### src/rtl/popcount16_weight_enum_if.sv
// Command / vector-stream bundle for the fixed-weight vector enumerator.
// master: harness side, slave: generator side.
interface popcount16_weight_enum_if #(
   parameter int unsigned N     = 16,
   parameter int unsigned IDX_W = 14
);
   localparam int unsigned KW = $clog2(N + 1);

   logic             cmd_valid;
   logic             cmd_ready;
   logic [KW-1:0]    cmd_weight;
   logic             cmd_err;
   logic             vec_valid;
   logic             vec_ready;
   logic [N-1:0]     vec_data;
   logic [IDX_W-1:0] vec_index;
   logic             vec_last;
   logic             busy;

   modport master (
      output cmd_valid, cmd_weight, vec_ready,
      input  cmd_ready, cmd_err, vec_valid, vec_data, vec_index, vec_last, busy
   );

   modport slave (
      input  cmd_valid, cmd_weight, vec_ready,
      output cmd_ready, cmd_err, vec_valid, vec_data, vec_index, vec_last, busy
   );
endinterface

### src/rtl/popcount16_weight_enum.sv
// Streams every N-bit vector of Hamming weight k in increasing numeric order,
// stepping with the next-same-popcount bit trick.
module popcount16_weight_enum #(
   parameter int unsigned N     = 16,
   parameter int unsigned IDX_W = 14
) (
   input  logic                      clk,
   input  logic                      rst,
   popcount16_weight_enum_if.slave   bus
);
   localparam int unsigned KW = $clog2(N + 1);

   localparam logic [0:0] IDLE = 1'b0;
   localparam logic [0:0] EMIT = 1'b1;

   logic [0:0]       state_q, state_d;
   logic [N-1:0]     data_q, data_d;
   logic [IDX_W-1:0] index_q, index_d;
   logic [KW-1:0]    weight_q, weight_d;
   logic             err_q, err_d;

   logic [KW-1:0]    ctz;
   logic [N-1:0]     t_fill, t_inc, low_ones, next_vec;
   logic [KW-1:0]    top_shamt;
   logic [N:0]       low_mask, first_mask;
   logic [N-1:0]     last_pat;
   logic             last_c;

   // Index of the lowest set bit of the current vector
   always_comb begin
      ctz = '0;
      for (int i = int'(N) - 1; i >= 0; i--) begin
         if (data_q[i]) ctz = KW'(i);
      end
   end

   always_comb begin
      t_fill   = data_q | (data_q - N'(1));
      t_inc    = t_fill + N'(1);
      low_ones = ((~t_fill & t_inc) - N'(1)) >> (ctz + KW'(1));
      next_vec = t_inc | low_ones;
   end

   // Final vector of a class has all k ones packed at the top
   always_comb begin
      top_shamt  = KW'(N) - weight_q;
      low_mask   = ((N+1)'(1) << top_shamt) - (N+1)'(1);
      last_pat   = ~low_mask[N-1:0];
      first_mask = ((N+1)'(1) << bus.cmd_weight) - (N+1)'(1);
      last_c     = (state_q == EMIT) && (data_q == last_pat);
   end

   always_comb begin
      state_d  = state_q;
      data_d   = data_q;
      index_d  = index_q;
      weight_d = weight_q;
      err_d    = 1'b0;
      if (state_q == IDLE) begin
         if (bus.cmd_valid) begin
            if (bus.cmd_weight > KW'(N)) begin
               err_d = 1'b1;
            end else begin
               weight_d = bus.cmd_weight;
               data_d   = first_mask[N-1:0];
               index_d  = '0;
               state_d  = EMIT;
            end
         end
      end else begin
         if (bus.vec_ready) begin
            if (last_c) begin
               state_d = IDLE;
            end else begin
               data_d  = next_vec;
               index_d = index_q + IDX_W'(1);
            end
         end
      end
   end

   always_ff @(posedge clk) begin
      if (rst) begin
         state_q  <= IDLE;
         data_q   <= '0;
         index_q  <= '0;
         weight_q <= '0;
         err_q    <= 1'b0;
      end else begin
         state_q  <= state_d;
         data_q   <= data_d;
         index_q  <= index_d;
         weight_q <= weight_d;
         err_q    <= err_d;
      end
   end

   assign bus.cmd_ready = (state_q == IDLE);
   assign bus.vec_valid = (state_q == EMIT);
   assign bus.busy      = (state_q == EMIT);
   assign bus.cmd_err   = err_q;
   assign bus.vec_data  = data_q;
   assign bus.vec_index = index_q;
   assign bus.vec_last  = last_c;
endmodule

### src/flat_wrapper.sv
// flat-port wrapper written by rule: the top's interface ports become plain ports
module popcount16_weight_enum_flat 
#(
   parameter int unsigned N     = 16,
   parameter int unsigned IDX_W = 14
)
  (clk, rst, bus_cmd_valid, bus_cmd_weight, bus_vec_ready, bus_cmd_ready, bus_cmd_err, bus_vec_valid, bus_vec_data, bus_vec_index, bus_vec_last, bus_busy);
  popcount16_weight_enum_if #(.N(N), .IDX_W(IDX_W)) bus_i ();
  input  logic clk;
  input  logic rst;
  input wire logic [$bits(bus_i.cmd_valid)-1:0] bus_cmd_valid;
  input wire logic [$bits(bus_i.cmd_weight)-1:0] bus_cmd_weight;
  input wire logic [$bits(bus_i.vec_ready)-1:0] bus_vec_ready;
  output wire logic [$bits(bus_i.cmd_ready)-1:0] bus_cmd_ready;
  output wire logic [$bits(bus_i.cmd_err)-1:0] bus_cmd_err;
  output wire logic [$bits(bus_i.vec_valid)-1:0] bus_vec_valid;
  output wire logic [$bits(bus_i.vec_data)-1:0] bus_vec_data;
  output wire logic [$bits(bus_i.vec_index)-1:0] bus_vec_index;
  output wire logic [$bits(bus_i.vec_last)-1:0] bus_vec_last;
  output wire logic [$bits(bus_i.busy)-1:0] bus_busy;
  assign bus_i.cmd_valid = bus_cmd_valid;
  assign bus_i.cmd_weight = bus_cmd_weight;
  assign bus_i.vec_ready = bus_vec_ready;
  assign bus_cmd_ready = bus_i.cmd_ready;
  assign bus_cmd_err = bus_i.cmd_err;
  assign bus_vec_valid = bus_i.vec_valid;
  assign bus_vec_data = bus_i.vec_data;
  assign bus_vec_index = bus_i.vec_index;
  assign bus_vec_last = bus_i.vec_last;
  assign bus_busy = bus_i.busy;
  popcount16_weight_enum #(.N(N), .IDX_W(IDX_W)) u_core (.clk(clk), .rst(rst), .bus(bus_i));
endmodule
### config.mk
export PLATFORM = sky130hd
export DESIGN_NAME = popcount16_weight_enum_flat
export DESIGN_NICKNAME = d
export VERILOG_FILES = /design/src/rtl/popcount16_weight_enum_if.sv /design/src/rtl/popcount16_weight_enum.sv /design/src/flat_wrapper.sv
export SDC_FILE = /design/constraint.sdc
export NUM_CORES = 1
export LEC_CHECK = 0
export BUFFER_PORTS_ARGS = -buffer_cell sky130_fd_sc_hd__buf_2
export CAP_MARGIN = 20
export CORE_ASPECT_RATIO = 1.2
export CORE_UTILIZATION = 40
export DETAILED_ROUTE_END_ITERATION = 16
export PLACE_DENSITY = 0.56
export RECOVER_POWER = 50
export SLEW_MARGIN = 20
export SYNTH_ARGS = -nofsm -noshare
export SYNTH_HDL_FRONTEND = slang
export SYNTH_SLANG_ARGS = --single-unit
export TNS_END_PERCENT = 100
### constraint.sdc
create_clock -name clk -period 5.7 [get_ports clk]
set_input_delay 0.285 -clock clk [delete_from_list [all_inputs] [get_ports clk]]
set_output_delay 0.285 -clock clk [all_outputs]
set_load 0.01 [all_outputs]
==> metrics, run 1 <==
status finished clean; Nets a little under 800; top post-synthesis cells by area dfxtp_1 (14%), ha_1 (6.0%), a21oi_1 (5.6%); M1 GR Usage 32.5%; io pins 44; Rel. slew slack between 20% and 30%; Slew @ Worst Pin between 1 and 1.5 ns; count of state elements after synthesis 37; Max FO, Critical Path 16; P_leak 2.01 nW; vias in the first global route 5,418; VDD IR max between 150 and 200 uV; top-area cell type share of the netlist area 14.2%; global-route wire length before repair between 20 and 30 mm; CTS buffer count 5; period utilisation layout roughly nine tenths; Hold Crit Class in2reg; Worst EP required between 5 and 6 ns; DRT antenna net count 0; DR WL/cell 20.3 um; initial antenna violation count 0; die area about 14,000 um^2; RSZ-0062 raised after global routing false; Skew-Pair Late Insertion Delay 0.28 ns; TritonCTS clock tree built; worst r2r src u_core.bus.vec_data[0]; Total Power around 0.0019 W; Clock Tree Root clkbuf_16; register area share after synthesis 14.2%; die width roughly 110 um; GRT Max-Usage Layer met2; CP arrival ~5.3 ns; post-cts sizing count 0; gpl congestion ~1; fmax 0.198 GHz; Finished Cell Area around 5500 um^2; number of flops mapped to enable cells by yosys 0; Post-Synthesis Cells between 700 and 800; Worst Setup Start Kind flop; final hold violation count 0; Synthesized Nets roughly 770; leading area contributor after synthesis dfxtp_1; share of cells above drive strength 1 ~8.5%; switching part of the total 51.8%; clk sinks 37; Routed Wire Length 18.3 mm; P_int around 0.0009 W; Post-CTS Hold Buffers 0; # DRC 0; Hold WS roughly 0.30 ns; cell row count 45; Total GRT Usage between 20% and 30%; Post CTS Setup Buffer Count 0; Via density ~6.5; grt ovf 0; H-tree depth 2; die height roughly 130 um; Initial Utilization around two fifths; cell area power density between 300 and 400 nW/um^2; GRT met2 Usage between 40% and 50%; max cap viols 0; area grow syn2layout 6.09%; Main synth FF type dfxtp_1; diode count 0; post-detail-place hpwl roughly 14 mm; Flop pwr share between 10% and 20%; Max Slew Vio Count 0; largest net degree at the start of global routing 44; core area between 10,000 and 15,000 um^2; post-route setup TNS 0 ns; Comb pwr share around two thirds; Crit. End Element flop; Synth warnings 0; Clock Path Buffers 2; GRT met3 Usage slightly above 3%; Post-synth ARST share 0%; Netlist cell types 80; switching power approximately 0.001 W; via count ~5,800; drt first pass iters 6; Crit. Startpoint u_core.bus.vec_data[0]; Mapped Area between 5000 and 6000 um^2; final setup vio count 0; Clock power frac about 14%; Setup Skew 0.00538 ns; initial drt markers 450; critical path class reg2reg; average cell area after synthesis ~7 um^2; I/O Buffers 43; area of placed instances ~5400 um^2; crit path time final about 5.0 ns; hold path startpoint bus_cmd_valid; register clock-pin slew on the reported worst setup and hold paths roughly 0.06 ns
[cell type report]
cell class | instances | area, um^2
Clock buffer | 6 | 129
Clock inverter | 2 | 10.0
Fill cell | 1346 | 7130
Inverter | 34 | 128
Multi-Input combinational cell | 606 | 4070
Sequential cell | 37 | 741
Tap cell | 164 | 205
Timing Repair Buffer | 55 | 259
[worst paths after layout]
kind                                   to  slack, ns  cells past startpoint
hold reg to reg   u_core.bus.vec_index[6]       0.49                      2
setup reg to reg   u_core.bus.vec_data[5]       0.66                     13
hold / removal    u_core.bus.vec_data[15]       0.30                      2
setup / recovery   u_core.bus.vec_data[5]       0.66                     13
[flip-flops by register name, indices dropped and copies added, names as in the netlist]
| signal | flops |
|---|---|
| u_core.bus.vec_data | 16 |
| u_core.weight_q | 5 |
| u_core.bus.busy | 1 |
| u_core.bus.cmd_err | 1 |
| u_core.bus.vec_index | 14 |
[metrics by stage]
stage | util, % | setup WS [ns] | cells
floorplan | - | 1.38 | 739
global placement | 43.0 | 0.853 | 896
detailed placement | 43.0 | 0.723 | 896
CTS | 44.1 | 0.697 | 904
global route | 43.7 | 0.193 | 904
finish | 43.7 | 0.656 | 904
[synthesized netlist by cell type (6+ instances only)]
cell type and n:
mux2i_1 10, nand3b_1 8, nor3b_1 6, o21ai_0 39, nor3_1 23, and2_1 7
dfxtp_1 37, o31a_1 6, inv_1 33, nor2_1 57, buf_2 9, o211ai_1 13
or4_1 13, and3_1 14, mux2_2 6, a31oi_1 13, o22ai_1 7, nand2_1 60
clkbuf_1 46, nand3_1 29, ha_1 25, a21boi_0 6, a211oi_1 12, a211o_1 6
xor2_1 6, a21oi_1 58, nor2b_1 12, or3_1 15, nand2b_1 9, xnor2_1 13
or2_2 8, o31ai_1 14, nor4_1 9
[cells by family after synthesis]
| group | after synthesis | share of synthesized area (%) |
|---|---|---|
| simple gates | 302 | 31.8 |
| flops | 37 | 14.2 |
| xor+xnor | 20 | 3.62 |
| compound gates | 240 | 32.0 |
| buf+inv | 96 | 7.91 |
| fa+ha+maj | 25 | 5.99 |
| mux | 19 | 4.50 |
[power by group through the flow]
stage          registers (W)  logic, W  clock network [W]
2_1_floorplan       0.000304  0.000942                  0
3_3_place_gp        0.000333   0.00125                  0
3_5_place_dp        0.000335   0.00124                  0
4_1_cts             0.000329   0.00125           0.000276
5_1_grt             0.000334   0.00137           0.000287
6_report            0.000331   0.00127           0.000271
[routing by layer]
layer / share of wire (%) / up-vias
met5: 0 / -
met4: 4.0 / 0
met3: 5.2 / 44
met2: 50 / 244
met1: 41 / 2757
li1: - / 2788
[critical path, cell delays in order (launching register included)]
cell      delay (ns)
dfxtp_1         0.49
nor4_2          0.61
and3_1          0.41
nor2_1          0.10
ha_1            0.30
or4_4           0.59
a211oi_1        0.61
or2_2           0.22
a22oi_1         0.08
nor4_1          0.68
o21ai_0         0.29
and3_1          0.21
a221o_1         0.29
a21oi_1         0.12
[cell usage in the layout, fill, tap and decap left out, types with 7 or more instances in the layout]
| cell type | n |
|---|---|
| o21ai_0 | 39 |
| a31oi_1 | 13 |
| mux2i_1 | 10 |
| nand3b_1 | 8 |
| inv_1 | 33 |
| or2_2 | 8 |
| buf_4 | 11 |
| and3_1 | 14 |
| dfxtp_1 | 37 |
| and2_1 | 7 |
| o31ai_1 | 14 |
| nand3_1 | 29 |
| a21oi_1 | 58 |
| or4_1 | 13 |
| nor4_1 | 9 |
| clkbuf_1 | 36 |
| nor3_1 | 23 |
| buf_2 | 9 |
| ha_1 | 25 |
| nand2b_1 | 9 |
| o211ai_1 | 13 |
| nand2_1 | 60 |
| a211oi_1 | 12 |
| xnor2_1 | 13 |
| nor2_1 | 57 |
| o22ai_1 | 7 |
| nor2b_1 | 12 |
| or3_1 | 15 |
No activity file was read; power rests on OpenSTA's default activity.
==> run 2, diff against run 1 <==
--- a/config.mk
+++ b/config.mk
@@ -10,7 +10,6 @@
 export CORE_ASPECT_RATIO = 1.2
 export CORE_UTILIZATION = 40
 export DETAILED_ROUTE_END_ITERATION = 16
-export PLACE_DENSITY = 0.56
 export RECOVER_POWER = 50
 export SLEW_MARGIN = 20
 export SYNTH_ARGS = -nofsm -noshare
==> run 2 against run 1 <==
  * Via count rose by 1.0%
  * Clock power rose by 37%
  * Cell area rose by 0.86%
  * Hold slack improved by 0.021 ns
  * Core utilization rose by 0.38 points
  * Sequential cell count did not move
  * Final cell count did not move
  * Highest routed layer unchanged
  * Sequential power fell by 2%
  * Register-to-register slack improved by 0.03 ns
  * Clock-buffer cell count fell by 1
  * Global-route usage rose by 0.48 points
  * Critical path depth rose by 4
==> metrics, run 2 (synthesis gave the netlist of run 1 again) <==
commonest cells after routing, fill and taps aside nand2_1 (60), a21oi_1 (58), nor2_1 (57), o21ai_0 (39), dfxtp_1 (37); I/O Buffers 43 (unchanged); Clock Path Buffers 2 (unchanged); worst r2r src u_core.bus.vec_data[0]; Setup Skew 0.00704 ns (+0.00165 ns); critical path class reg2reg; cell area power density 355 nW/um^2 (+5.0%); fmax 0.199 GHz (+0.53%); Crit. End Element flop; Slew @ Worst Pin 1.27 ns (+0.0698 ns); Post CTS Setup Buffer Count 0 (unchanged); diode count 0 (unchanged); TritonCTS clock tree built; Max Slew Vio Count 0 (unchanged); VDD IR max 125 uV (-20%); Max FO, Critical Path 16 (unchanged); vias in the first global route 5,339 (-1.5%); grt ovf 0 (unchanged); global-route wire length before repair 29.2 mm (+1.8%); # DRC 0 (unchanged); die height 127 um (unchanged); Hold Crit Class in2reg; cell row count 45 (unchanged); FILL cells 1,336 (-0.74%); P_leak 2.04 nW (+1.2%); Via density 6.52 (+1.0%); initial antenna violation count 0 (unchanged); initial drt markers 548 (+22%); gpl congestion 0.999 (+1.7%); max cap viols 0 (unchanged); Rel. slew slack 15.6% (-4.7 points); Setup WS post-layout 0.683 ns (+0.0266 ns); Nets 773 (unchanged); DR WL/cell 20.6 um (+1.8%); register clock-pin slew on the reported worst setup and hold paths 0.06 ns (about the same); crit path time final 5.02 ns (-0.0266 ns); Post-CTS Hold Buffers 0 (unchanged); Routed Wire Length 18.7 mm (+1.8%); largest net degree at the start of global routing 39 (-11%); R2R Setup Slk 0.68 ns (+0.03 ns); Total GRT Usage 27.3% (+0.48 points); DRT antenna net count 0 (unchanged); share of cells above drive strength 1 8.65% (+0.14 points); CTS buffer count 5 (unchanged); clk sinks 37 (unchanged); period utilisation layout 88.0% (-0.47 points); die area 13,500 um^2 (unchanged); Worst Hold Depth 3 (+1); max reg flops 16 (unchanged); hold path startpoint bus_vec_ready; final hold violation count 0 (unchanged); worst hold endpoint u_core.bus.busy; DP Worst Slack 0.795 ns (+0.0723 ns); post-route setup TNS 0 ns (unchanged); final setup vio count 0 (unchanged); final core utilization 44.1% (+0.38 points); via count 5,893 (+1.0%); RSZ-0062 raised after global routing false; status finished clean; io pins 44 (unchanged); reg2reg end u_core.bus.vec_data[8]; Clock Tree Root clkbuf_16; CP arrival 5.17 ns (-0.09 ns); Worst Setup Start Kind flop; drt first pass iters 5 (-1); post-detail-place hpwl 14.3 mm (+1.3%); Initial Utilization 41.2% (unchanged); area grow syn2layout 7.00%; most common cell after layout, fill and taps aside nand2_1; path depth of the worst reg2reg path 17 (+4); Worst EP required 5.85 ns (-0.07 ns); core area 12,700 um^2 (unchanged); post-cts sizing count 0 (unchanged); Skew-Pair Late Insertion Delay 0.29 ns (about the same); die width 106 um (unchanged); H-tree depth 2 (unchanged)
-- run 2: final cells by class --
cell class / instances / area, um^2 / share of cell area, %
clock buffer: 5 / 125 / 2.24
sequential: 37 / 741 / 13.3
inverter: 34 / 128 / 2.28
timing repair buffer: 55 / 251 / 4.50
clock inverter: 3 / 68.8 / 1.23
multi-input combinational: 606 / 4070 / 72.8
tap: 164 / 205 / 3.67
-- run 2: worst max path at each step --
stage / start / end / slack (ns) / cells after the start
floorplan: u_core.bus.vec_data[2] / u_core.bus.vec_data[12] / 1.38 / 15
global placement: u_core.bus.vec_data[0] / u_core.bus.vec_data[12] / 0.85 / 13
global route: u_core.bus.vec_data[0] / u_core.bus.vec_data[7] / 0.22 / 17
finish: u_core.bus.vec_data[0] / u_core.bus.vec_data[8] / 0.68 / 17
CTS: u_core.weight_q[0] / bus_vec_last / 0.71 / 15
detailed placement: u_core.bus.vec_data[0] / u_core.bus.vec_data[10] / 0.80 / 17
-- run 2: worst max-delay path, cell delays in order (launching register included) --
cell      delay [ns]
dfxtp_1         0.48
nor4_2          0.62
a21oi_1         0.18
nor4_1          0.43
nor2b_1         0.22
nor2b_1         0.21
nor2b_1         0.26
nor2b_1         0.27
ha_1            0.31
or2_2           0.21
nor3_1          0.06
o21ai_0         0.12
xnor2_1         0.15
mux2i_1         0.39
nor2_1          0.09
o311ai_0        0.48
a311o_1         0.32
a21oi_1         0.08
-- run 2: through the flow --
step | total power (W) | instances | instance area [um^2] | hold slack [ns]
3_5_place_dp | 0.00159 | 896 | 5450 | 0.487
3_3_place_gp | 0.00158 | 896 | 5450 | 0.462
4_1_cts | 0.00196 | 904 | 5640 | 0.318
2_1_floorplan | 0.00125 | 739 | 5220 | 0.378
5_1_grt | 0.00211 | 904 | 5590 | 0.328
6_report | 0.00199 | 904 | 5590 | 0.322
-- run 2: metal layers --
layer / vias up / track usage (%) / share of wire, %
li1: 2791 / - / -
met1: 2808 / 35.3 / 42
met2: 237 / 45.0 / 47
met3: 57 / 2.09 / 4.9
met4: 0 / 14.5 / 5.5
met5: - / 0 / 0
-- run 2: power by group --
part	internal, W	switching (W)	leakage [nW]
registers	0.000276	0.0000472	0.302
clock network	0.000252	0.000118	0.0944
logic	0.000468	0.000825	1.64
